===== config.mk =====
export PLATFORM = sky130hd
export DESIGN_NAME = tone_arbiter
export DESIGN_NICKNAME = d
export VERILOG_FILES = /design/src/rtl/tone_arbiter.sv
export SDC_FILE = /design/constraint.sdc
export NUM_CORES = 1
export LEC_CHECK = 0
export CORE_MARGIN = 2
export CORE_UTILIZATION = 50
export CTS_CLUSTER_DIAMETER = 60
export DETAILED_ROUTE_END_ITERATION = 7
export GPL_ROUTABILITY_DRIVEN = 0
export GPL_TIMING_DRIVEN = 0
export PLACE_DENSITY_LB_ADDON = 0.12
export SETUP_SLACK_MARGIN = 0.5
export SYNTH_ARGS = -nofsm -noshare
export SYNTH_HDL_FRONTEND = slang
export SYNTH_SLANG_ARGS = --single-unit

===== constraint.sdc =====
create_clock -name clk -period 8.61 [get_ports clk]
set_clock_uncertainty 0.15 [all_clocks]
set_input_delay 1.722 -clock clk [delete_from_list [all_inputs] [get_ports clk]]
set_output_delay 1.722 -clock clk [all_outputs]
set_load 0.02 [all_outputs]

===== src/rtl/tone_arbiter.sv =====
// Shares one square-wave speaker pin between the music sequencer and N_SFX effect requesters.
// Grant, owner and active half-period are registered (1 cycle); sound toggles half cycles after its half loads.
// No backpressure: sfx_req levels are held by requesters until sfx_ack; optional GAP state via `TONE_ARB_GAP_EN.
module tone_arbiter #(
    parameter int N_SFX    = 3,
    parameter int TICK_DIV = 3_125_000,
    parameter int HALF_W   = 22,
    parameter int DUR_W    = 8
) (
    input  logic                    clk,
    input  logic                    rst_n,
    input  logic [HALF_W-1:0]       music_half,
    input  logic                    music_valid,
    input  logic [N_SFX-1:0]        sfx_req,
    input  logic [N_SFX*HALF_W-1:0] sfx_half,
    input  logic [N_SFX*DUR_W-1:0]  sfx_ticks,
    output logic [N_SFX-1:0]        sfx_ack,
    output logic [N_SFX-1:0]        sfx_done,
    output logic [1:0]              owner,
    output logic                    sound
);

    localparam int PRE_W = (TICK_DIV > 1) ? $clog2(TICK_DIV) : 1;
    localparam int IDX_W = (N_SFX > 1) ? $clog2(N_SFX) : 1;

    localparam logic [1:0] ST_IDLE  = 2'd0;
    localparam logic [1:0] ST_MUSIC = 2'd1;
    localparam logic [1:0] ST_SFX   = 2'd2;
`ifdef TONE_ARB_GAP_EN
    localparam logic [1:0] ST_GAP   = 2'd3;
`endif

    logic [1:0]        state, state_d;
    logic [PRE_W-1:0]  pre_cnt;
    logic [DUR_W-1:0]  dur_cnt, dur_d;
    logic [HALF_W-1:0] lat_half, lat_half_d;
    logic [IDX_W-1:0]  lat_idx, lat_idx_d;
    logic [HALF_W-1:0] act_half, act_half_d;
    logic [HALF_W-1:0] div_cnt;
    logic [N_SFX-1:0]  ack_d, done_d;
    logic [DUR_W-1:0]  win_ticks;
    logic [IDX_W-1:0]  win_idx;
    logic              grant, tick, arb;

    // Lowest requesting index wins.
    always_comb begin
        grant   = 1'b0;
        win_idx = '0;
        for (int i = 0; i < N_SFX; i++) begin
            if (sfx_req[i] && !grant) begin
                grant   = 1'b1;
                win_idx = IDX_W'(i);
            end
        end
    end

    assign tick      = (pre_cnt == PRE_W'(TICK_DIV - 1));
    assign arb       = (state == ST_IDLE) || (state == ST_MUSIC);
    assign win_ticks = sfx_ticks[int'(win_idx)*DUR_W +: DUR_W];

    always_comb begin
        state_d    = state;
        lat_half_d = lat_half;
        lat_idx_d  = lat_idx;
        dur_d      = dur_cnt;
        ack_d      = '0;
        done_d     = '0;
        case (state)
            ST_IDLE, ST_MUSIC: begin
                if (grant) begin
                    state_d        = ST_SFX;
                    lat_half_d     = sfx_half[int'(win_idx)*HALF_W +: HALF_W];
                    lat_idx_d      = win_idx;
                    dur_d          = (win_ticks == '0) ? DUR_W'(1) : win_ticks;
                    ack_d[win_idx] = 1'b1;
                end else begin
                    state_d = music_valid ? ST_MUSIC : ST_IDLE;
                end
            end
            ST_SFX: begin
                if (tick) begin
                    if (dur_cnt <= DUR_W'(1)) begin
                        done_d[lat_idx] = 1'b1;
                        dur_d           = '0;
`ifdef TONE_ARB_GAP_EN
                        state_d         = ST_GAP;
`else
                        state_d         = music_valid ? ST_MUSIC : ST_IDLE;
`endif
                    end else begin
                        dur_d = dur_cnt - DUR_W'(1);
                    end
                end
            end
`ifdef TONE_ARB_GAP_EN
            ST_GAP: begin
                if (tick) begin
                    state_d = music_valid ? ST_MUSIC : ST_IDLE;
                end
            end
`endif
            default: state_d = ST_IDLE;
        endcase
    end

    // Half-period tracks the state being entered so it lands in the same cycle as owner.
    always_comb begin
        act_half_d = '0;
        if (state_d == ST_SFX) begin
            act_half_d = lat_half_d;
        end else if (state_d == ST_MUSIC) begin
            act_half_d = music_half;
        end
    end

    always_ff @(posedge clk) begin
        if (!rst_n) begin
            state    <= ST_IDLE;
            pre_cnt  <= '0;
            dur_cnt  <= '0;
            lat_half <= '0;
            lat_idx  <= '0;
            sfx_ack  <= '0;
            sfx_done <= '0;
        end else begin
            state    <= state_d;
            dur_cnt  <= dur_d;
            lat_half <= lat_half_d;
            lat_idx  <= lat_idx_d;
            sfx_ack  <= ack_d;
            sfx_done <= done_d;
            if ((arb && grant) || tick) begin
                pre_cnt <= '0;
            end else begin
                pre_cnt <= pre_cnt + PRE_W'(1);
            end
        end
    end

    // A new half value restarts the count but keeps the current level, so no runt pulse.
    always_ff @(posedge clk) begin
        if (!rst_n) begin
            act_half <= '0;
            div_cnt  <= '0;
            sound    <= 1'b0;
        end else begin
            act_half <= act_half_d;
            if (act_half_d != act_half) begin
                div_cnt <= '0;
                if (act_half_d == '0) begin
                    sound <= 1'b0;
                end
            end else if (act_half == '0) begin
                div_cnt <= '0;
                sound   <= 1'b0;
            end else if (div_cnt == act_half - HALF_W'(1)) begin
                div_cnt <= '0;
                sound   <= ~sound;
            end else begin
                div_cnt <= div_cnt + HALF_W'(1);
            end
        end
    end

    assign owner = state;

endmodule


==> metrics, run 1 <==
clock slew at reported path FFs=0.08 ns; Critical Path Max Stage Delay=0.62 ns; Die ar.=0.0157 mm2; Comb pwr share=29.3%; detailed-route wire length per cell=20.0 um; Die Ht=125 um; post-synthesis xor/xnor area fraction=8.36%; vias after detailed routing=7797; final hold violation count=0; Setup crit end kind=flop; # fillers=1381; first-pass GRT wire length=39000 um; Max Cap Violations=0; main combinational cell family by area after synthesis=simple AND/OR/NAND/NOR gates; required time of the critical path=8.75 ns; CP Buf/Inv Count=3; synth-to-layout area growth=24.3%; layout cells sized above 1=8.81%; Global Route Usage Sum=31.3%; Synth Area in Adders=1.02%; drt pass-1 iters=5; cell-internal power=928 uW; Tmin final=5.31 ns; DR iter-0 viols=708; CP cell instances=clkdlybuf4s50_1 -> nor3_2 -> and2_1 -> clkbuf_1 -> a22o_1 -> a211oi_1 -> xnor2_1 -> a2111oi_0 -> and4b_1 -> nand2_2 -> buf_6 -> nor3_2; Yosys reg bits=107; CP Class=in2reg; vias per cell=6.23; largest net degree at the start of global routing=20; Peak supply drop=0.108 mV; Gate Count Post-Synth=927; RSZ-0062 raised after global routing=no; Post-synth ARST share=0%; Yosys cell types=80; starting density of the core=50.8%; row cnt=44; power per cell area=154 mW/mm2; post-synth top area share=29.2%; CTS-repair resized insts=0; initial antenna violation count=0; Final nets=1186; worst-case clock buffer depth=2; Switch Pwr=474 uW; CTS tree=built; largest area contributor in the netlist=dfxtp_1; top sig layer=met4; largest cells by area after synthesis=dfxtp_1, xor2_1, a21oi_1; CTS hold repair buffers=0; Post-Route WL=25100 um; crit path DAT=5.45 ns; crit-path leading delay family=simple AND/OR/NAND/NOR gates; HP Class=reg2reg; global route overflow=0; CP max FO=10; HPWL Detailed=19600 um; DRC viols=0; Simple-Gate Fraction of Synth Area=29.5%; Port Buffers=124; Clk pwr share=31.5%; Max Slew Vio Count=0; I/O pin count=127; met3 wire len=1750 um; setup bufs post-CTS=0; fin crit share=61.7%; Root Driver=clkbuf_16; Most used DFF post-synth=dfxtp_1; Switching Fraction=33.8%; Max-Slew Margin vs Limit=23.4%; wire length on met2=11400 um; post-synthesis mux area share=1.64%; Post-synth EDFFs=0; Max stage delay cell, worst path=nor3_2; fin util=63.2%; n_diodes=0; CTS H-tree depth=3; startpoint types=input port; worst slew pin tran=1.14 ns; FMAX=188 MHz; total clock sinks=107; Setup TNS=0 ns; wl on met1=11000 um; synthesized area per cell=7.91 um2; Synth Area in Compound Gates=24.5%; most frequent cells in the layout=clkdlybuf4s50_1, dfxtp_1, nor2_1, a21oi_1, nand2_1; most frequent CP cell=nor3_2; status=complete, no violations; CTS buffer count=9; Core Region=0.0144 mm2; synth warn=0; Mapped Nets=1051; Post-Syn Area=0.00733 mm2; most common cell after layout, fill and taps aside=clkdlybuf4s50_1; Final ANT Viol Nets=0; Clock Latency Late Sink=0.36 ns; number of global-route vias before repair=7343; sequential share of the synthesized area=29.2%; Leakage Power=3.24 nW; share of power burned in registers=39.2%; final setup vio count=0; Die W=125 um
==> logic make-up (layout without fill, tap and decap cells) <==
family / Yosys count / count (layout)
AO/OA/AOI/OAI: 260 / 260
buffers and inverters: 97 / 237
XOR/XNOR: 70 / 70
AND/OR/NAND/NOR: 375 / 375
adder cells (fa/ha/maj): 6 / 6
flip-flops: 107 / 107
multiplexers: 12 / 12
==> power by group through the flow <==
stage,Combinational (mW),Clock [mW],Sequential [mW]
after CTS,0.401,0.443,0.548
final,0.411,0.441,0.550
after detailed placement,0.399,0,0.559
after floorplan,0.257,0,0.553
after global placement,0.395,0,0.559
after global routing,0.445,0.462,0.553
==> Yosys cell counts (7+ instances only) <==
master and number:
nor3b_1 10, mux2i_1 12, nor4_1 23, a21oi_1 69, o211a_1 7, a211oi_1 10, dfxtp_1 107, xor2_1 40
clkbuf_1 47, nand3b_1 7, nor3_2 22, o21ai_0 47, and2_1 14, a22oi_1 8, nor2b_1 13, o221a_2 12
nand2_1 56, nand4_1 22, nand3_1 38, nor3_1 25, o22ai_1 18, inv_1 25, buf_2 15, and3_1 17
xnor2_1 30, o31ai_1 13, o221ai_1 9, nor2_1 80, or3_1 8
==> path summary, 6_finish.rpt <==
| check | start | end | slack, ns | depth (start not counted) |
|---|---|---|---|---|
| max reg2reg | owner[1]$_SDFF_PN0_ | div_cnt[6]$_SDFF_PP0_ | 4.46 | 11 |
| max | sfx_req[2] | div_cnt[6]$_SDFF_PP0_ | 3.30 | 12 |
| min reg2reg | pre_cnt[0]$_SDFF_PP0_ | pre_cnt[0]$_SDFF_PP0_ | 0.32 | 1 |
| min | pre_cnt[0]$_SDFF_PP0_ | pre_cnt[0]$_SDFF_PP0_ | 0.32 | 1 |
==> metal layers <==
layer  up-vias  GRT usage [%]
li1       3722              -
met1      3661           41.7
met2       351           50.2
met3        63           5.01
met4         0           13.7
met5         -              0
==> state kept, by name (all words and copies together) (netlist names) <==
register  cells
act_half     22
div_cnt      22
dur_cnt       8
lat_half     22
lat_idx       2
owner         2
pre_cnt      22
sfx_ack       3
sfx_done      3
sound         1
==> area by class of cell <==
class                   instances  area (um2)  area share [%]
plain buffers                  71         323            3.54
clock buffers                   9         225            2.47
clock inverters                 7        86.3           0.947
inverters                      26        97.6            1.07
multi-input cells             723        4770            52.3
flip-flops and latches        107        2140            23.5
well taps                     184         230            2.53
repair buffers                124        1240            13.6
==> stage by stage <==
| stage | power [mW] | area [um2] | hold WS (ns) | setup slack, ns | instances |
|---|---|---|---|---|---|
| after floorplan | 0.810 | 7330 | 0.280 | 4.19 | 927 |
| after global placement | 0.954 | 8800 | 0.299 | 3.01 | 1235 |
| after detailed placement | 0.958 | 8800 | 0.310 | 3.02 | 1235 |
| after CTS | 1.39 | 9120 | 0.324 | 3.39 | 1251 |
| after global routing | 1.46 | 9120 | 0.351 | 3.06 | 1251 |
| final | 1.40 | 9120 | 0.316 | 3.30 | 1251 |
Power figures use the tool's default switching activity.
==> run 2: changes to the inputs <==
clock period = 5.2 ns   (was 8.61 ns; I/O delays follow)
==> run 2 against run 1 <==
Net effect:
- count of clock-buffer cells in the layout is the same
- total power rose by 65%
- via count up 0.41%
- sequential cell count stayed put
- worst setup slack worse by 2.6 ns
- die area did not move
- sequential power rose by 65%
- sequential share of layout area hardly changed
- design area hardly changed
- critical path type unchanged
==> metrics, run 2 (synthesized netlist as in run 1, its figures left out) <==
Reg-to-Reg End=div_cnt[6]$_SDFF_PP0_; most frequent cells in the layout=clkdlybuf4s50_1, dfxtp_1, nor2_1, a21oi_1, nand2_1; DP Cell Count=1235; vias after detailed routing=7829; CTS buffer count=9; I/O pin count=127; HPWL Detailed=19600 um; CTS H-tree depth=3; CP cell instances=clkdlybuf4s50_1 -> buf_2 -> o21bai_1 -> a21oi_1 -> o21ai_0 -> a22oi_1 -> and3_1 -> or4b_1 -> and4b_1 -> nand2_2 -> buf_6 -> nor3_2; HP Class=reg2reg; CTS tree=built; Die ar.=0.0157 mm2; Clock Latency Late Sink=0.36 ns; CP Class=in2reg; Setup crit end kind=flop; cell-internal power=1.54 mW; starting density of the core=50.8%; Placement Cell Area=0.00880 mm2; crit path DAT=4.62 ns; power per cell area=254 mW/mm2; Comb pwr share=29.4%; worst-case clock buffer depth=2; Final nets=1186; Die W=125 um; row cnt=44; fin crit share=86.2%; DRC viols=0; share of power burned in registers=39.2%; gr busiest metal=met2; final non-filler cell total=1251; met2 usage=50.2%; DR iter-0 viols=747; hold_sp=pre_cnt[0]$_SDFF_PP0_; Root Driver=clkbuf_16; Switch Pwr=783 uW; final hold violation count=0; hold-critical path depth=1; Max stage delay cell, worst path=o21bai_1; setup bufs post-CTS=0; CP max FO=10; Switching Fraction=33.8%; most common cell after layout, fill and taps aside=clkdlybuf4s50_1; required time of the critical path=5.34 ns; Global Route Usage Sum=31.3%; met3 Use GR=5.01%; register-to-register setup slack=1.06 ns; first-pass GRT wire length=39000 um; RSZ-0062 raised after global routing=no; Peak supply drop=0.179 mV; WHS=0.316 ns; status=complete, no violations; final setup vio count=0; layout cells sized above 1=8.81%; vias per cell=6.26; drt pass-1 iters=6; FMAX=223 MHz; Final ANT Viol Nets=0; Port Buffers=124; Critical Path Max Stage Delay=0.78 ns; Tmin final=4.48 ns; met1 usage=41.7%; Max Cap Violations=0; Core Region=0.0144 mm2; Post-Route WL=25100 um; Leakage Power=3.24 nW; total clock sinks=107; initial antenna violation count=0; n_diodes=0; Max Slew Vio Count=0; # fillers=1379; Setup TNS=0 ns; Die Ht=125 um; synth-to-layout area growth=24.4%; Clk pwr share=31.4%; worst slew pin tran=1.14 ns; detailed-route wire length per cell=20.0 um; Crit Reg-Reg Startpoint=owner[1]$_SDFF_PN0_; Hold Path End=pre_cnt[0]$_SDFF_PP0_; R2R depth=11; Overall Power=2.32 mW; Max-Slew Margin vs Limit=23.6%; global route overflow=0; Post-Layout Inst Area=0.00912 mm2; startpoint types=input port; number of global-route vias before repair=7343; largest net degree at the start of global routing=20; clock slew at reported path FFs=0.08 ns
[run 2: metrics by stage]
stage / setup slack, ns / util [%]
floorplan: 1.47 / -
global placement: 0.280 / 61.0
detailed placement: 0.288 / 61.0
CTS: 0.662 / 63.2
global route: 0.517 / 63.2
finish: 0.716 / 63.2
[run 2: worst max-delay path, delay by kind of cell]
| kind | cells | cell delay (ns) |
|---|---|---|
| AOI/OAI and AO/OA | 4 | 1.31 |
| and+or+nand+nor | 5 | 1.33 |
| buffers and inverters | 3 | 0.92 |
[run 2: cell type report]
class	count	area [um2]	area share, %
multi-input cells	723	4780	52.4
plain buffers	71	323	3.54
inverters	26	97.6	1.07
flip-flops and latches	107	2140	23.5
repair buffers	124	1240	13.6
clock buffers	9	225	2.47
well taps	184	230	2.52
clock inverters	7	86.3	0.946
[run 2: metal layers]
metal	wire [um]	share of wire (%)
met1	10800	43
met2	11500	46
met3	1940	7.8
met4	865	3.5
met5	0	0
[run 2: how the worst max path moves through the flow]
stage                from                     end  slack (ns)  cells after the start
2_1_floorplan  sfx_req[0]  div_cnt[10]$_SDFF_PP0_        1.47                     12
3_3_place_gp   sfx_req[2]  div_cnt[12]$_SDFF_PP0_        0.28                     12
3_5_place_dp   sfx_req[2]   div_cnt[7]$_SDFF_PP0_        0.29                     12
4_1_cts        sfx_req[2]   div_cnt[7]$_SDFF_PP0_        0.66                     12
5_1_grt        sfx_req[2]   div_cnt[7]$_SDFF_PP0_        0.52                     12
6_report       sfx_req[2]   div_cnt[6]$_SDFF_PP0_        0.72                     12
[run 2: power groups by stage]
stage	clock (mW)	combinational (mW)	sequential, mW
finish	0.729	0.681	0.910
global route	0.765	0.737	0.915
detailed placement	0	0.660	0.926
floorplan	0	0.426	0.915
global placement	0	0.654	0.926
CTS	0.734	0.663	0.907
[run 2: timing repair]
action                                  in CTS  in global routing
endpoints found under the setup margin       0                 22
hold buffers                                 0                  0
hold endpoints to repair                     0                  0
gates resized for setup                      0                  1
==> run 3: changes to the inputs <==
TNS_END_PERCENT = 20   (was default)
==> results of run 3 <==
Final layout, timing and power as in run 2 (identical DEF).
